File: config.mk
export PLATFORM = sky130hd
export DESIGN_NAME = rf_wl_sequencer
export DESIGN_NICKNAME = d
export VERILOG_FILES = /design/src/rtl/rf_wl_sequencer.sv
export SDC_FILE = /design/constraint.sdc
export NUM_CORES = 1
export LEC_CHECK = 0
export BUFFER_PORTS_ARGS = -buffer_cell sky130_fd_sc_hd__buf_4
export CAP_MARGIN = 20
export CORE_ASPECT_RATIO = 0.5
export CORE_MARGIN = 4
export CORE_UTILIZATION = 60
export DETAILED_ROUTE_END_ITERATION = 7
export MAX_ROUTING_LAYER = met4
export PLACE_DENSITY_LB_ADDON = 0.3
export SKIP_CTS_REPAIR_TIMING = 1
export SLEW_MARGIN = 20
export SYNTH_ARGS = -nofsm -noshare
export SYNTH_HDL_FRONTEND = slang
export SYNTH_SLANG_ARGS = --single-unit
File: constraint.sdc
create_clock -name clk -period 4.4 [get_ports clk]
set_input_delay 0.22 -clock clk [delete_from_list [all_inputs] [get_ports clk]]
set_output_delay 0.22 -clock clk [all_outputs]
set_load 0.01 [all_outputs]
File: src/rtl/rf_wl_sequencer.sv
// Word-line sequencer: serially shifts a one-hot row into the we/rea/reb chains, holds it,
// then (only when RF_WL_SEQ_CLEAR_EN is defined) shifts zeros through to clear it.
module rf_wl_sequencer #(
    parameter int HOLD_CYCLES = 4
) (
    input  logic       clk,
    input  logic       rst_n,
    input  logic       cmd_valid,
    output logic       cmd_ready,
    input  logic [2:0] cmd_sel,
    input  logic [4:0] cmd_addr_w,
    input  logic [4:0] cmd_addr_a,
    input  logic [4:0] cmd_addr_b,
    output logic       we_data,
    output logic       we_ena,
    output logic       rea_data,
    output logic       rea_ena,
    output logic       reb_data,
    output logic       reb_ena,
    output logic       done
);

    typedef enum logic [1:0] {ST_IDLE, ST_SHIFT, ST_HOLD, ST_CLEAR} state_t;

    localparam logic [7:0] HOLD_LAST = (HOLD_CYCLES == 0) ? 8'd0 : 8'(HOLD_CYCLES - 1);

    state_t     r_state;
    logic [4:0] r_k;
    logic [7:0] r_hold;
    logic [2:0] r_sel;
    logic [4:0] r_addr_w;
    logic [4:0] r_addr_a;
    logic [4:0] r_addr_b;
    logic [5:0] r_out;
    logic       r_done;

    state_t     w_post_state;
    logic [5:0] w_post_out;
    logic       w_post_done;

    // Output vector layout: {we_ena, we_data, rea_ena, rea_data, reb_ena, reb_data}
    function automatic logic [5:0] shift_bits(input logic [2:0] sel, input logic [4:0] aw,
                                              input logic [4:0] aa, input logic [4:0] ab,
                                              input logic [4:0] k);
        logic [5:0] b;
        b    = '0;
        b[5] = sel[2];
        b[4] = sel[2] && (k == 5'd31 - aw);
        b[3] = sel[1];
        b[2] = sel[1] && (k == 5'd31 - aa);
        b[1] = sel[0];
        b[0] = sel[0] && (k == 5'd31 - ab);
        return b;
    endfunction

    function automatic logic [5:0] clear_bits(input logic [2:0] sel);
        return {sel[2], 1'b0, sel[1], 1'b0, sel[0], 1'b0};
    endfunction

    // What follows HOLD (or SHIFT when there is no hold time).
`ifdef RF_WL_SEQ_CLEAR_EN
    assign w_post_state = ST_CLEAR;
    assign w_post_out   = clear_bits(r_sel);
    assign w_post_done  = 1'b0;
`else
    assign w_post_state = ST_IDLE;
    assign w_post_out   = '0;
    assign w_post_done  = 1'b1;
`endif

    always_ff @(posedge clk or negedge rst_n) begin
        if (!rst_n) begin
            r_state  <= ST_IDLE;
            r_k      <= '0;
            r_hold   <= '0;
            r_sel    <= '0;
            r_addr_w <= '0;
            r_addr_a <= '0;
            r_addr_b <= '0;
            r_out    <= '0;
            r_done   <= 1'b0;
        end else begin
            r_done <= 1'b0;
            case (r_state)
                ST_IDLE: begin
                    r_out <= '0;
                    if (cmd_valid) begin
                        r_sel    <= cmd_sel;
                        r_addr_w <= cmd_addr_w;
                        r_addr_a <= cmd_addr_a;
                        r_addr_b <= cmd_addr_b;
                        r_k      <= '0;
                        r_state  <= ST_SHIFT;
                        r_out    <= shift_bits(cmd_sel, cmd_addr_w, cmd_addr_a, cmd_addr_b, 5'd0);
                    end
                end
                ST_SHIFT: begin
                    if (r_k == 5'd31) begin
                        r_k <= '0;
                        if (HOLD_CYCLES != 0) begin
                            r_state <= ST_HOLD;
                            r_hold  <= '0;
                            r_out   <= '0;
                        end else begin
                            r_state <= w_post_state;
                            r_out   <= w_post_out;
                            r_done  <= w_post_done;
                        end
                    end else begin
                        r_k   <= r_k + 5'd1;
                        r_out <= shift_bits(r_sel, r_addr_w, r_addr_a, r_addr_b, r_k + 5'd1);
                    end
                end
                ST_HOLD: begin
                    if (r_hold == HOLD_LAST) begin
                        r_state <= w_post_state;
                        r_out   <= w_post_out;
                        r_done  <= w_post_done;
                    end else begin
                        r_hold <= r_hold + 8'd1;
                        r_out  <= '0;
                    end
                end
`ifdef RF_WL_SEQ_CLEAR_EN
                ST_CLEAR: begin
                    if (r_k == 5'd31) begin
                        r_k     <= '0;
                        r_state <= ST_IDLE;
                        r_out   <= '0;
                        r_done  <= 1'b1;
                    end else begin
                        r_k   <= r_k + 5'd1;
                        r_out <= clear_bits(r_sel);
                    end
                end
`endif
                default: begin
                    r_state <= ST_IDLE;
                    r_out   <= '0;
                end
            endcase
        end
    end

    assign cmd_ready = (r_state == ST_IDLE);
    assign we_ena    = r_out[5];
    assign we_data   = r_out[4];
    assign rea_ena   = r_out[3];
    assign rea_data  = r_out[2];
    assign reb_ena   = r_out[1];
    assign reb_data  = r_out[0];
    assign done      = r_done;

endmodule

; Word-level counts from Yosys, hierarchy flattened
; Cells that the tools add are included.
; W data, S select, Z words.
[word_totals]
ff_bits = 40
input_bits = 21
output_inout_bits = 8
elab_cells = 59
[classes]
n_addsub = 8
eq_ne = 11
mux = 15
reduce_logical = 16
[op_table]
columns = operator, count
row1 = $sub A5 B5 Y5 const A, 6
row2 = $mux W8, 2
row3 = $pmux W8 S2, 1
row4 = $eq A5 B5 Y1, 3
row5 = $logic_not A5 Y1, 3
row6 = $mux W6, 2
row7 = $pmux W6 S2, 1
row8 = $mux W5, 2
row9 = $pmux W5 S2, 1
row10 = $add A8 B1 Y8 const B, 1
row11 = $eq A8 B2 Y1 const B, 1
row12 = $ne A2 B2 Y1 const B, 4
row13 = $logic_and A1 B1 Y1, 6
row14 = $mux W2, 3
row15 = $pmux W2 S3, 1
row16 = $reduce_and A3 Y1, 2
row17 = $add A5 B1 Y5 const B, 1
row18 = $eq A5 B5 Y1 const B, 1
row19 = $reduce_and A2 Y1, 2
row20 = $reduce_bool A2 Y1, 2
row21 = $eq A2 B1 Y1 const B, 1
row22 = $eq A2 B2 Y1 const B, 1
row23 = $logic_not A2 Y1, 1
row24 = $mux W1, 2

; Longest topological paths before layout
[depth]
word_depth = 5
ltp_mapped = 6
depth_no_buf = 6

; Worst setup path before layout
; OpenSTA, ideal clock, no wires.
[synth_path]
kind = flip-flop to flip-flop
start = reg r_k[0]
end = reg r_state[1]
setup_ns = 0.127
arrival_time_ns = 1.589
required_ns = 4.273
slack_ns = 2.684
stages_incl_launch_ff = 7
path_buffers = 1
synth_period_minus_slack_ns = 1.716
cell_sequence = dfrtp_1 -> ha_1 -> and3_1 -> ha_1 -> and3_1 -> buf_1 -> or2_2
[synth_via]
elab_chain_cells = 3
[synth_rtl]
columns = element, line_no
row1 = "start, declared", 28  ; logic [4:0] r_k;
row2 = "start signal, assigned", 110  ; r_k <= r_k + 5'd1;
row3 = $eq A5 B5 Y1, 98  ; if (r_k == 5'd31) begin
row4 = $ne A2 B2 Y1 (no line), --
row5 = $reduce_and A3 Y1 (no line), --
row6 = "end signal, assigned", 105  ; r_state <= w_post_state;
row7 = "end signal, assigned", 116  ; r_state <= w_post_state;
row8 = "end, declared", 27  ; state_t r_state;
; Every way passes these cells.
; A chain may end at the register's enable or synchronous reset.

; Worst setup path in the final report
[layout_path]
start = reg r_k[0]
end = reg r_out[2]
[layout_via]
elab_chain_cells = 5
elab_cells_between_ends = 6
cone_classes = add/sub: 1 / eq/ne: 2 / mux: 2 / reduce/logical: 1
[layout_rtl]
columns = element, line_no
row1 = $add A5 B1 Y5, 111  ; r_out <= shift_bits(r_sel, r_addr_w, r_addr_a, r_addr_b, r_k + 5'd1);
row2 = $eq A5 B5 Y1, 50  ; b[2] = sel[1] && (k == 5'd31 - aa);
row3 = $logic_and A1 B1 Y1, 50
row4 = $mux W6 *, 98
row5 = $pmux W6 S2 *, 84  ; case (r_state)
row6 = "end signal, assigned", 94  ; r_out <= shift_bits(cmd_sel, cmd_addr_w, cmd_addr_a, cmd_addr_b, 5'd0);
row7 = "end signal, assigned", 106  ; r_out <= w_post_out;
row8 = "end signal, assigned", 111
row9 = "end, declared", 34  ; logic [5:0] r_out;
; Every way passes the cells marked *; elsewhere a longest branch is shown, timed or not.

==> flow_summary.json <==
{
  "outcome": "completed",
  "io_pins": 29,
  "synth-seq-cells": 40,
  "dp_hpwl_um": 2779,
  "setup_viol": 0,
  "synth_flop_cell": "dfrtp_1",
  "grt_overflow_total": 0,
  "slew_viol_final": 0,
  "area_growth_pct": 17.18,
  "grt_pass1_vias": 1382,
  "wire_per_inst_um": 16.03,
  "synth_edf_count": 0,
  "syn_inst": 166,
  "die_w_um": 89.41,
  "layout_commonest_cell": "dfrtp_1",
  "synth.avg_cell_area_um2": 11.98,
  "die_h_um": 48.71,
  "fin_skew_ps": 6.457,
  "netlist_area_mm2": 0.001988,
  "p_leak_uw": 0.001062,
  "grt_pass1_wl_um": 6527,
  "core_mm2": 0.003083,
  "io_buffers": 28,
  "die_area_mm2": 0.004354,
  "ir_drop_mv": 0.4037,
  "num_vias": 1367,
  "htree_num_levels": 2,
  "final_area_mm2": 0.002330,
  "dp_cells": 227,
  "finalCritPeriodShare": 0.4661,
  "clk_latency_ps": 300,
  "vias_per_cell": 5.792,
  "ant_nets": 0,
  "p_per_area_mw_per_mm2": 610.0,
  "multi_input_area_um2": 920.9,
  "final_cells": 236,
  "tightestPinTransition_ps": 606.3,
  "endpoint_kind": "flop",
  "drv_cap": 0,
  "final_nets": 219,
  "hp-class": "primary input to flop",
  "critPathLaunchType": "flop",
  "cts_tree": "yes",
  "finalWorstSetupSlack_ps": 2349,
  "async_flop_share": 1.000,
  "max_slew_margin": 0.5941,
  "seqCellArea_mm2": 0.001001,
  "dp_slack_ps": 2377,
  "nFillCells": 209,
  "finalSetupTns_ps": 0,
  "grt_max_degree": 41,
  "ys_types": 37,
  "yosys.area.top_type_share": 0.5035,
  "criticalPathCategory": "flop to flop",
  "cp_max_fo": 7,
  "synth_nets": 190,
  "synth_area_leader_cell": "dfrtp_1",
  "hold_viol": 0,
  "layout-drive-gt1-share": 0.3010,
  "start_util": 0.6449,
  "wirelength_um": 3783,
  "clk_pin_slew_ps": 80,
  "yosys_warnings": 0,
  "antenna_found_initial": 0,
  "grt_usage": 0.2054,
  "root_buffer": "clkbuf_8",
  "cts_buffer_depth": 2,
  "crit_arrival_ps": 2260,
  "fin_crit_ps": 2051,
  "gp_congestion": 0.8715,
  "cts_buffers": 5,
  "ys_seq_area_frac": 0.5035,
  "layout_common_cells": "dfrtp_1 (40), buf_4 (29), mux2_2 (18), xor2_1 (9), nand2_1 (8)",
  "drt_iter0_markers": 57,
  "diodes": 0,
  "fmax_mhz": 487.6,
  "synth.area.top_cells": "dfrtp_1 (50%), mux2_2 (10%), xor2_1 (4.0%)",
  "drcViolationCount": 0,
  "rsz0062_at_grt": "false",
  "crit_required_ps": 4610,
  "first_pass_iters": 5,
  "rows": 14,
  "placed_area_mm2": 0.002208,
  "cts.sinks": 40
}
[cells in the mapped netlist, types with 2 or more instances]
cell / n
dfrtp_1: 40
mux2_2: 18
xor2_1: 9
nand2_1: 8
a21oi_1: 7
nand4_1: 7
o21ai_0: 6
buf_2: 5
inv_1: 5
nor2_1: 5
o31ai_1: 5
mux2i_1: 4
xnor2_1: 4
a21o_1: 3
and3_1: 3
and4_1: 3
ha_1: 3
nand2b_1: 3
nand3_1: 3
or3_1: 3
xnor3_1: 3
a32o_1: 2
nor4bb_1: 2
or4_1: 2
[metal layers]
metal,vias to the layer above,track usage,wire [um]
li1,666,-,-
met1,663,0.2834,1739
met2,33,0.2946,1778
met3,5,0.06610,220
met4,0,0.05198,44
met5,-,-,0
[path summary, 6_finish.rpt]
path	start	endpoint	slack (ps)	depth (start not counted)
min in group asynchronous	rst_n	r_hold[4]	430	2
max in group asynchronous	rst_n	r_addr_a[0]	3620	2
worst min register to register	r_sel[2]	r_sel[2]	510	1
worst max-delay path	r_k[0]	r_out[2]	2350	6
worst min-delay path	cmd_sel[2]	r_out[5]	140	2
worst max register to register	r_k[0]	r_out[2]	2350	6
[registers in the layout, summed over array words and instances (netlist names)]
signal / count
done: 1
r_addr_a: 5
r_addr_b: 5
r_addr_w: 5
r_hold: 8
r_k: 5
r_out: 6
r_sel: 3
r_state: 2
[report_power, final]
part,leakage [uW],internal [uW],switching [uW]
logic,0.000518,300,211
registers,0.000490,500,107
clock network,0.0000541,168,135
total,0.00106,968,453
[worst max-delay path, cell delays in order, from the launching register on]
cell,delay (ps)
dfrtp_1,470
ha_1,280
and3_1,190
ha_1,260
nor4bb_1,390
nand4_1,160
o31ai_1,210
[kinds of logic (layout without fill, tap and decap cells)]
kind of cell | after synthesis | in the layout | share of synthesized area
XOR/XNOR | 16 | 16 | 0.09125
flip-flops | 40 | 40 | 0.5035
multiplexers | 22 | 22 | 0.1221
AO/OA/AOI/OAI | 26 | 26 | 0.08371
adder cells (fa/ha/maj) | 3 | 3 | 0.01888
AND/OR/NAND/NOR | 46 | 46 | 0.1473
buffers and inverters | 13 | 43 | 0.03335
[cell type report]
type	instances	area share
sequential	40	0.4296
multi-input combinational	113	0.3953
timing repair buffer	30	0.09774
clock buffer	5	0.02954
tap	40	0.02148
clock inverter	3	0.01826
inverter	5	0.008056
[metrics by stage]
| step | hold WS [ps] | util | total power (uW) |
|---|---|---|---|
| after floorplan | -75.59 | - | 985.8 |
| after global placement | 218.9 | 0.7163 | 1108 |
| after detailed placement | 229.2 | 0.7163 | 1130 |
| after CTS | -100.8 | 0.7524 | 1430 |
| after global routing | 139.6 | 0.7557 | 1523 |
| final | 139.6 | 0.7557 | 1421 |
Note: power is estimated with default switching activity, not from simulation.
